**config.mk**
```make
export PLATFORM = sky130hd
export DESIGN_NAME = oam_scan_writer
export DESIGN_NICKNAME = d
export VERILOG_FILES = /design/src/rtl/ppu_obj_pkg.sv /design/src/rtl/sprite_y_match.sv /design/src/rtl/oam_scan_writer.sv
export SDC_FILE = /design/constraint.sdc
export NUM_CORES = 1
export LEC_CHECK = 0
export ABC_AREA = 1
export BUFFER_PORTS_ARGS = -buffer_cell sky130_fd_sc_hd__buf_2
export CAP_MARGIN = 20
export CORE_ASPECT_RATIO = 1.5
export CORE_MARGIN = 1.5
export CORE_UTILIZATION = 50
export CTS_BUF_LIST = sky130_fd_sc_hd__clkbuf_8
export CTS_CLUSTER_DIAMETER = 150
export DETAILED_ROUTE_END_ITERATION = 10
export HOLD_SLACK_MARGIN = 0.05
export PLACE_DENSITY = 0.77
export SLEW_MARGIN = 20
export SYNTH_ARGS = -nofsm -noshare
export SYNTH_HDL_FRONTEND = slang
export SYNTH_HIERARCHICAL = 1
export SYNTH_SLANG_ARGS = --single-unit
```
**constraint.sdc**
```tcl
create_clock -name clk -period 3.7 [get_ports clk]
set_input_delay 0.185 -clock clk [delete_from_list [all_inputs] [get_ports clk]]
set_output_delay 0.185 -clock clk [all_outputs]
set_load 0.005 [all_outputs]
```
**src/rtl/ppu_obj_pkg.sv**
```systemverilog
// Shared object-pipeline definitions: OAM scan constants, the sprite store
// record and the mode-2 scan sequencer states.
package ppu_obj_pkg;

    localparam int OAM_ENTRIES = 40;
    localparam int MAX_SPRITES = 10;
    localparam int Y_OFFSET    = 16;

    typedef struct packed {
        logic [5:0] idx;
        logic [3:0] line;
        logic [7:0] x;
    } obj_store_entry_t;

    typedef enum logic [1:0] {
        IDLE,
        ADDR,
        CMP,
        DONE
    } scan_state_t;

endpackage

```
**src/rtl/sprite_y_match.sv**
```systemverilog
// Vertical sprite hit test: is the current line inside this sprite's rows,
// and which row of the sprite does it fall on.
module sprite_y_match
    import ppu_obj_pkg::*;
(
    input  logic [7:0] ly,
    input  logic [7:0] oam_y,
    input  logic       obj_size,
    output logic       hit,
    output logic [3:0] line
);

    logic [8:0] d;
    logic [8:0] height;

    // Ninth bit keeps ly=255 / oam_y=0 (d=271) distinct from a small positive row.
    assign d      = {1'b0, ly} + 9'(Y_OFFSET) - {1'b0, oam_y};
    assign height = obj_size ? 9'd16 : 9'd8;
    assign hit    = !d[8] && (d < height);
    assign line   = d[3:0];

endmodule

```
**src/rtl/oam_scan_writer.sv**
```systemverilog
// Mode-2 OAM scan sequencer: walks all 40 OAM entries once per line and
// writes the first ten Y-hits into the sprite store.
module oam_scan_writer
    import ppu_obj_pkg::*;
(
    input  logic       clk,
    input  logic       reset,
    input  logic       scan_start,
    input  logic [7:0] ly,
    input  logic       obj_size,
    output logic [5:0] oam_index,
    output logic       oam_rd,
    input  logic [7:0] oam_y,
    input  logic [7:0] oam_x,
    output logic       store_wr,
    output logic [3:0] store_slot,
    output logic [5:0] store_idx,
    output logic [3:0] store_line,
    output logic [7:0] store_x,
    output logic [3:0] sprite_count,
    output logic       scan_busy,
    output logic       scan_done
);

    scan_state_t      state, state_next;
    logic [7:0]       ly_l;
    logic             obj_size_l;
    logic [5:0]       entry_cnt;
    logic             last_entry;
    logic             hit;
    logic [3:0]       match_line;
    obj_store_entry_t store_q;

    sprite_y_match u_y_match (
        .ly       (ly_l),
        .oam_y    (oam_y),
        .obj_size (obj_size_l),
        .hit      (hit),
        .line     (match_line)
    );

    assign last_entry = (entry_cnt == 6'(OAM_ENTRIES - 1));

    // NOTE: sequential state uses non-blocking (<=) so every flop samples
    // the pre-edge values; blocking here would create order-dependent races.
    always_ff @(posedge clk) begin
        if (reset) state <= IDLE;
        else       state <= state_next;
    end

    // NOTE: state_next gets a default before the case so no path leaves it
    // unassigned, which would otherwise infer a latch.
    always_comb begin
        state_next = state;
        unique case (state)
            IDLE: if (scan_start) state_next = ADDR;
            ADDR: state_next = scan_start ? ADDR : CMP;
            CMP: begin
                if (scan_start)      state_next = ADDR;
                else if (last_entry) state_next = DONE;
                else                 state_next = ADDR;
            end
            DONE: state_next = scan_start ? ADDR : IDLE;
            default: state_next = IDLE;
        endcase
    end

    always_comb begin
        oam_rd    = (state == ADDR);
        oam_index = oam_rd ? entry_cnt : 6'd0;
        scan_busy = (state == ADDR) || (state == CMP);
        scan_done = (state == DONE);
    end

    // A restart during CMP takes priority, which drops that entry's strobe.
    always_ff @(posedge clk) begin
        if (reset) begin
            ly_l         <= '0;
            obj_size_l   <= 1'b0;
            entry_cnt    <= '0;
            sprite_count <= '0;
            store_wr     <= 1'b0;
            store_slot   <= '0;
            store_q      <= '0;
        end else begin
            store_wr <= 1'b0;
            if (scan_start) begin
                ly_l         <= ly;
                obj_size_l   <= obj_size;
                entry_cnt    <= '0;
                sprite_count <= '0;
            end else if (state == CMP) begin
                if (!last_entry) entry_cnt <= entry_cnt + 6'd1;
                if (hit && (sprite_count < 4'(MAX_SPRITES))) begin
                    store_wr     <= 1'b1;
                    store_slot   <= sprite_count;
                    store_q      <= '{idx: entry_cnt, line: match_line, x: oam_x};
                    sprite_count <= sprite_count + 4'd1;
                end
            end
        end
    end

    assign store_idx  = store_q.idx;
    assign store_line = store_q.line;
    assign store_x    = store_q.x;

endmodule

```
==> flow_summary.yaml <==
status:
  outcome: "completed"
clocking:
  cts_hold_buffers: 0
  cts_tree: "built"
  cts_buffer_depth: 2
  clk_latency_ps: 300
  cts_buffers: 5
  cts_max_level: 2
  root_buffer: "clkbuf_8"
  numClockSinks: 44
  clkTransAtPathRegs_ps: 80
  postCtsSetupRepairBufs: 0
  cts_resized: 0
timing:
  slew_headroom_pct: 58.2
  max_freq_mhz: 321
  finClkSkew_ps: 8.88
  finalSetupViolations: 0
  period_needed_ps: 3120
  slew_violations: 0
  period_share_pct: 84.3
  finalSetupTns_ps: 0
  hold_violations: 0
  worst_slew_pin_slew_ps: 623
  rsz0062_at_grt: "no"
worst_setup_path:
  critPathArrivalTime_ps: 3290
  cpLargestDelayFamily: "simple AND/OR/NAND/NOR gates"
  crit_chain: "ha_1 > ha_1 > nand2_1 > nand3_2 > xor2_1 > ha_1 > nand2_1 > nand2_1 > nor2_1 > nand3_1 > nor2_1 > nand3_4 > buf_4 > o21ai_1 > a21oi_2"
  max_stage_delay_ps: 370
  end_kind: "flip-flop"
  path_buf_inv: 1
  cp-start-kind: "flip-flop"
  rrSetupSlack_ps: 580
  worstPathMaxFanout: 32
  cp_slowest_cell: "ha_1"
  worstPathRequired_ps: 3880
  crit_type: "reg -> reg"
routing:
  drc: 0
  viasPerCell: 4.82
  avgRoutedWirePerCell_um: 11.3
  detail-route-antenna-nets: 0
  drtIter0Drc: 55
  routed_wl_um: 5220
  drt-pass1-iter-count: 4
  via_count: 2227
cells_and_area:
  layout.nets: 447
  area_growth_pct: 17.8
  final_cell_area_um2: 3000
  drive_above_1_share_pct: 30.3
  diodes: 0
yosys:
  yosysTopAreaCellShare_pct: 34.6
  yosysMostFrequentCell: "inv_1"
  muxShareOfSynthArea_pct: 0
  post-synth-top-area-cell: "dfxtp_1"
  async_flop_share_pct: 0
  ys_top_cells_by_count: "inv_1 (66), nand2_1 (59), dfxtp_1 (44)"
  synthSimpleGateAreaFrac_pct: 17.7
  seq_area_frac_synth_pct: 34.6
  synth_top_family_by_area: "compound AO/OA/AOI/OAI gates"
  syn_area_um2: 2540
  synth_compound_area_share_pct: 20.6
  synthXorXnorAreaFrac_pct: 1.72
  synth-edff-count: 0
  synth.area.top_cells: "dfxtp_1 (35%), ha_1 (11%), inv_1 (9.7%)"
  syn-num-nets: 386
  synth_seq_cells: 44
  yosysUniqueCellTypes: 25
  ys.flop_type: "dfxtp_1"
  yosysWarnings: 6
  avgSynthCellArea_um2: 7.62
  synthCells: 334
  synthAdderAreaFrac_pct: 12.1
power_and_ir_drop:
  leakage_uw: 0.00150
  ir_worst_vdd_v: 0.000388
  power_density_nw_per_um2: 337
global_routing:
  grt_max_degree: 33
  antenna_found_initial: 0
  track_usage_pct: 20.5
  grt_pass1_wl_um: 8830
  grt_pass1_vias: 2073
  grt-ovfl-total: 0
placed_design:
  dpl_cell_area_um2: 2870
  dp_hpwl_um: 3990
  portBuffers: 63
  gp_congestion: 0.865
floorplanning:
  boundaryPins: 64
  num_rows: 31
  initial_core_util_pct: 52.5
  die_w_um: 61.2
  fp.coreArea_um2: 4850
  die_h_um: 90.4
  die-area_um2: 5530
worst_hold_path:
  hold_path_class: "in -> reg"
flow_run:
  drv_cap: 0
-- layout make-up --
| type | instances | area, um^2 |
|---|---|---|
| clock buffer | 5 | 68.8 |
| clock inverter | 3 | 38.8 |
| fill | 460 | 1850 |
| inverter | 70 | 263 |
| multi-input combinational | 209 | 1330 |
| sequential | 44 | 881 |
| tap | 66 | 82.6 |
| timing repair buffer | 65 | 338 |
-- cell families after synthesis --
kind of cell,count (synthesis)
buf+inv,81
simple gates,106
compound gates,74
xor+xnor,5
flops,44
fa+ha+maj,24
-- path summary, 6_finish.rpt --
kind | start | endpoint | cells past startpoint
worst max-delay path | ly_l[3] | store_x[0] | 15
worst min-delay path | obj_size | obj_size_l | 3
worst max register to register | ly_l[3] | store_x[0] | 15
worst min register to register | store_x[4] | store_x[4] | 2
-- cell usage in the layout (no fill, tap or decap), types with 2 or more instances in the layout --
| master | instances |
|---|---|
| a21oi_2 | 22 |
| nand3_1 | 11 |
| a21oi_1 | 15 |
| nor2_1 | 28 |
| nand2_1 | 59 |
| nand4_1 | 2 |
| nand2_2 | 2 |
| o21ai_1 | 8 |
| o21ai_2 | 18 |
| xor2_1 | 5 |
| o21ai_0 | 10 |
| inv_1 | 67 |
| ha_1 | 23 |
| buf_2 | 63 |
| dfxtp_1 | 44 |
| clkbuf_8 | 5 |
| inv_2 | 3 |
-- where the power goes --
part / total, uW / leakage [uW] / internal [uW] / switching, uW
clock network: 358 / 0.0000593 / 198 / 161
logic: 165 / 0.00109 / 67.1 / 97.4
registers: 487 / 0.000357 / 481 / 5.49
-- sequential cells by signal (all words and copies together), names as in the netlist, 2 cells and up --
signal        flops
store_line        4
store_x           8
entry_cnt         6
store_slot        4
store_idx         6
sprite_count      4
ly_l              8
state             2
-- metrics by stage --
stage / setup WS, ps / instances / utilization, % / hold slack (ps) / total power (uW)
detailed placement: 587 / 453 / 59.3 / 414 / 662
global placement: 716 / 453 / 59.3 / 409 / 658
global route: 326 / 462 / 61.8 / 117 / 1060
finish: 580 / 462 / 61.8 / 104 / 1010
CTS: 549 / 461 / 61.5 / 102 / 1020
floorplan: 1150 / 334 / - / 254 / 616
-- worst min-delay path, cell delays in order --
cell,delay [ps]
buf_2,70
nor2_1,30
nor2_1,80
-- per-layer routing --
metal | vias to the layer above | wire, um | track usage [%]
li1 | 1167 | - | -
met1 | 1011 | 2000 | 22.6
met2 | 41 | 2900 | 36.8
met3 | 8 | 210 | 3.72
met4 | 0 | 102 | 7.79
met5 | - | 0 | 0
No activity file was read; power rests on OpenSTA's default activity.
